--- src/rtl/decrementer_timer.sv ---
`default_nettype none
// ============================================================================
//  Module   : decrementer_timer
//  Purpose  : Loadable down-counter with an IDLE/RUN control FSM. In RUN it
//             counts down while en is high and pulses done on reaching zero
//             (optionally reloading). In IDLE, step performs a single modulo
//             decrement and pulses bout on a 0 -> all-ones wrap.
//  Revision : 1.0  initial release
// ============================================================================
module decrementer_timer #(
   parameter int WIDTH       = 4,
   parameter int AUTO_RELOAD = 0
) (
   input  logic             clk,
   input  logic             rst_n,
   input  logic             load,
   input  logic [WIDTH-1:0] din,
   input  logic             en,
   input  logic             step,
   output logic [WIDTH-1:0] q,
   output logic             busy,
   output logic             done,
   output logic             bout,
   output logic             zero
);

   typedef enum logic [0:0] {
      ST_IDLE = 1'b0,
      ST_RUN  = 1'b1
   } state_t;

   localparam logic [WIDTH-1:0] c_zero = '0;
   localparam logic [WIDTH-1:0] c_one  = {{(WIDTH-1){1'b0}}, 1'b1};

   state_t           r_state;
   state_t           w_state_nxt;
   logic [WIDTH-1:0] r_q;
   logic [WIDTH-1:0] w_q_nxt;
   logic [WIDTH-1:0] r_reload;
   logic [WIDTH-1:0] w_reload_nxt;
   logic             r_done;
   logic             w_done_nxt;
   logic             r_bout;
   logic             w_bout_nxt;
   logic [WIDTH-1:0] w_q_dec;

   // Modulo-2^WIDTH decrement shared by the RUN countdown and IDLE step.
   assign w_q_dec = r_q - c_one;

   // FSM state register; reset aborts any count in progress.
   always_ff @(posedge clk or negedge rst_n) begin
      if (!rst_n) begin
         r_state <= ST_IDLE;
      end else begin
         r_state <= w_state_nxt;
      end
   end

   // Next-state and datapath decode; load takes priority in every state.
   always_comb begin
      w_state_nxt  = r_state;
      w_q_nxt      = r_q;
      w_reload_nxt = r_reload;
      w_done_nxt   = 1'b0;
      w_bout_nxt   = 1'b0;
      if (load) begin
         // A zero load parks the timer in IDLE without ever signalling done.
         w_q_nxt      = din;
         w_reload_nxt = din;
         w_state_nxt  = (din != c_zero) ? ST_RUN : ST_IDLE;
      end else begin
         case (r_state)
            ST_RUN: begin
               if (en) begin
                  if (r_q == c_zero) begin
                     // Only reachable with auto-reload: restart from the
                     // last loaded value after the zero cycle.
                     w_q_nxt = r_reload;
                  end else begin
                     w_q_nxt = w_q_dec;
                     if (r_q == c_one) begin
                        w_done_nxt = 1'b1;
                        if (AUTO_RELOAD == 0) begin
                           w_state_nxt = ST_IDLE;
                        end
                     end
                  end
               end
            end
            ST_IDLE: begin
               if (step) begin
                  w_q_nxt    = w_q_dec;
                  w_bout_nxt = (r_q == c_zero);
               end
            end
            default: begin
               w_state_nxt = ST_IDLE;
            end
         endcase
      end
   end

   // Count, reload value and registered event pulses.
   always_ff @(posedge clk or negedge rst_n) begin
      if (!rst_n) begin
         r_q      <= c_zero;
         r_reload <= c_zero;
         r_done   <= 1'b0;
         r_bout   <= 1'b0;
      end else begin
         r_q      <= w_q_nxt;
         r_reload <= w_reload_nxt;
         r_done   <= w_done_nxt;
         r_bout   <= w_bout_nxt;
      end
   end

   assign q    = r_q;
   assign busy = (r_state == ST_RUN);
   assign done = r_done;
   assign bout = r_bout;
   assign zero = (r_q == c_zero);

endmodule
`default_nettype wire

--- config.mk ---
export PLATFORM = sky130hd
export DESIGN_NAME = decrementer_timer
export DESIGN_NICKNAME = d
export VERILOG_FILES = /design/src/rtl/decrementer_timer.sv
export SDC_FILE = /design/constraint.sdc
export NUM_CORES = 1
export LEC_CHECK = 0
export BUFFER_PORTS_ARGS = -buffer_cell sky130_fd_sc_hd__buf_2
export CAP_MARGIN = 10
export CORE_MARGIN = 4
export CORE_UTILIZATION = 40
export CTS_CLUSTER_DIAMETER = 50
export CTS_CLUSTER_SIZE = 40
export DETAILED_ROUTE_END_ITERATION = 10
export PLACE_DENSITY = 0.63
export RECOVER_POWER = 100
export SLEW_MARGIN = 0
export SYNTH_ARGS = -nofsm -noshare
export SYNTH_HDL_FRONTEND = slang
export SYNTH_SLANG_ARGS = --single-unit
--- constraint.sdc ---
create_clock -name clk -period 2.35 [get_ports clk]
set_input_delay 0 -clock clk [delete_from_list [all_inputs] [get_ports clk]]
set_output_delay 0 -clock clk [all_outputs]
set_load 0.02 [all_outputs]
==> metrics.txt <==
status=finished, violations left; failing checks=negative hold slack; Initial Util=45.0%; DRT iter0 DRCs=12; clock slew at reported path FFs=0.07 ns; Leak=0.332 nW; dpl hpwl=972 um; clk_skew=0.000983 ns; Avg Cell Area, Syn=10.8 um2; DR pass1 iterations=4; total gr overflow=0; initial antenna violation count=0; Critical Path Fanout Max=7; synth-to-layout area growth=23.2%; Worst slew margin=61.0%; Routed Antenna Nets=0; syn_nets=68; I/O Buffers=16; WS Path Type=reg -> out; Global Route Usage Sum=15.1%; Pwr Density=659 nW/um2; sequential element share of the synthesized area=44.8%; Syn Inst Count=57; maximum root-to-sink buffer count=2; Peak VDD IR=0.356 mV; R2R setup slack=0.81 ns; max-slew violation count=0; # DRC=0; # resized after CTS=0; number of max-cap violations=0; htree depth=1; TritonCTS Sinks=11; worst min path class=in -> reg; first-pass GRT wire length=2330 um; CTS root buf=clkbuf_4; I/O pins=17; Core Rows=13; Final nets=92; CP Launch Type=flip-flop; Synth cell types=29; Post-synth EDFFs=0; unrepaired setup endpoints after global routing=no; f_max=635 MHz; layout cell share with drive strength beyond 1=16.3%; CP Data Required Time=2.35 ns; total number of vias=521; CTS tree=yes; Core Area=1370 um2; WHS=-0.000153 ns; fillcell total=131; n_diodes=0; drt total wl=1340 um; Main synth FF type=dfrtp_1; number of synthesized register bits=11; crit path time final=1.57 ns; DIE HEIGHT=47.2 um; Finished Core Util=55.4%; crit share post-route=67.0%; clk_lat worst skew=0.26 ns; Worst Tran Pin Value=0.585 ns; Commonest cells post-synth=dfrtp_1, inv_1, nand2_1, o21ai_0; chip width=47.2 um; vias per inst=5.48; Final Hold Viols=1; area of the multi-input gates=299 um2; mapped cell area=614 um2; Critical Path Sink Type=primary output; routed length per instance=14.1 um; count leader, synth=dfrtp_1; vias in the first global route=544; Total Die Area=2230 um2; top post-synthesis cells by area=dfrtp_1, ha_1, inv_1; post-route setup TNS=0 ns; Synth top area share=44.8%; WP data arrival=1.57 ns; YS warnings=0; final setup vio count=0; number of buffers created by CTS=3; FFs w/ async S/R, synth=100%; largest net degree at the start of global routing=19; Reg area=275 um2; Routability Congestion=0.763; Synth area leader=dfrtp_1
## area by class of cell
cell class / instances / share of cell area (%)
Multi-Input combinational cell: 38 / 39.5
Inverter: 6 / 2.98
Tap cell: 15 / 2.48
Timing Repair Buffer: 21 / 15.2
Sequential cell: 11 / 36.4
Clock buffer: 4 / 3.47
## registers in the layout, indices dropped and copies added (netlist names)
name      cells
bout          1
busy          1
done          1
q             4
r_reload      4
## worst paths after layout
| path | startpoint | endpoint | depth (start not counted) |
|---|---|---|---|
| worst max-delay path | q[0] | zero | 4 |
| worst min-delay path | en | done | 3 |
| worst max register to register | q[0] | q[1] | 5 |
| worst min register to register | r_reload[0] | r_reload[0] | 2 |
| max in group asynchronous | rst_n | q[3] | 2 |
| min in group asynchronous | rst_n | done | 2 |
## routing by layer
metal	up-vias	GRT usage, %	wire, um
met5	-	0	0
met4	0	6.63	10
met3	2	3.45	68
met2	11	25.7	656
met1	251	18.1	605
li1	257	-	-
## where the power goes
group          internal, mW  switching [mW]
Clock                0.0656          0.0645
Combinational        0.0607          0.0733
Sequential            0.208          0.0268
## cell families after synthesis
group / share of synthesized area (%)
AO/OA/AOI/OAI: 18.1
multiplexers: 6.92
AND/OR/NAND/NOR: 20.0
buffers and inverters: 6.11
adder cells (fa/ha/maj): 4.07
flip-flops: 44.8
## per-stage QoR
stage	setup slack (ns)	total power [mW]	cell area (um2)	cells
global route	0.593	0.534	757	95
CTS	0.797	0.511	774	95
finish	0.776	0.499	757	95
detailed placement	0.819	0.373	698	86
global placement	0.873	0.371	698	86
floorplan	0.577	0.331	614	57
## worst max-delay path, cell delays in order (launching register included)
cell and delay (ns):
dfrtp_1 0.44, inv_1 0.10, ha_1 0.27, nor3b_1 0.25, clkbuf_1 0.26
## what timing repair did
action	4_1_cts	5_1_grt
buffers inserted	0	0
hold buffers	5	0
setup endpoints to repair	0	0
endpoints found under the hold margin	15	0
## layout by cell type (no fill, tap or decap), types with 2 or more instances in the layout
| cell | Yosys | routed |
|---|---|---|
| mux2i_1 | 2 | 2 |
| mux2_2 | 2 | 2 |
| dlygate4sd3_1 | 0 | 5 |
| inv_1 | 6 | 6 |
| nand2_1 | 4 | 4 |
| clkbuf_4 | 0 | 3 |
| buf_2 | 0 | 4 |
| ha_1 | 2 | 2 |
| clkbuf_1 | 1 | 13 |
| o41ai_1 | 2 | 2 |
| dfrtp_1 | 11 | 11 |
| nand3b_1 | 2 | 2 |
| o21ai_0 | 4 | 4 |
| nor2_1 | 2 | 2 |
| nor2b_1 | 2 | 2 |
(Power assumes the default switching activity.)
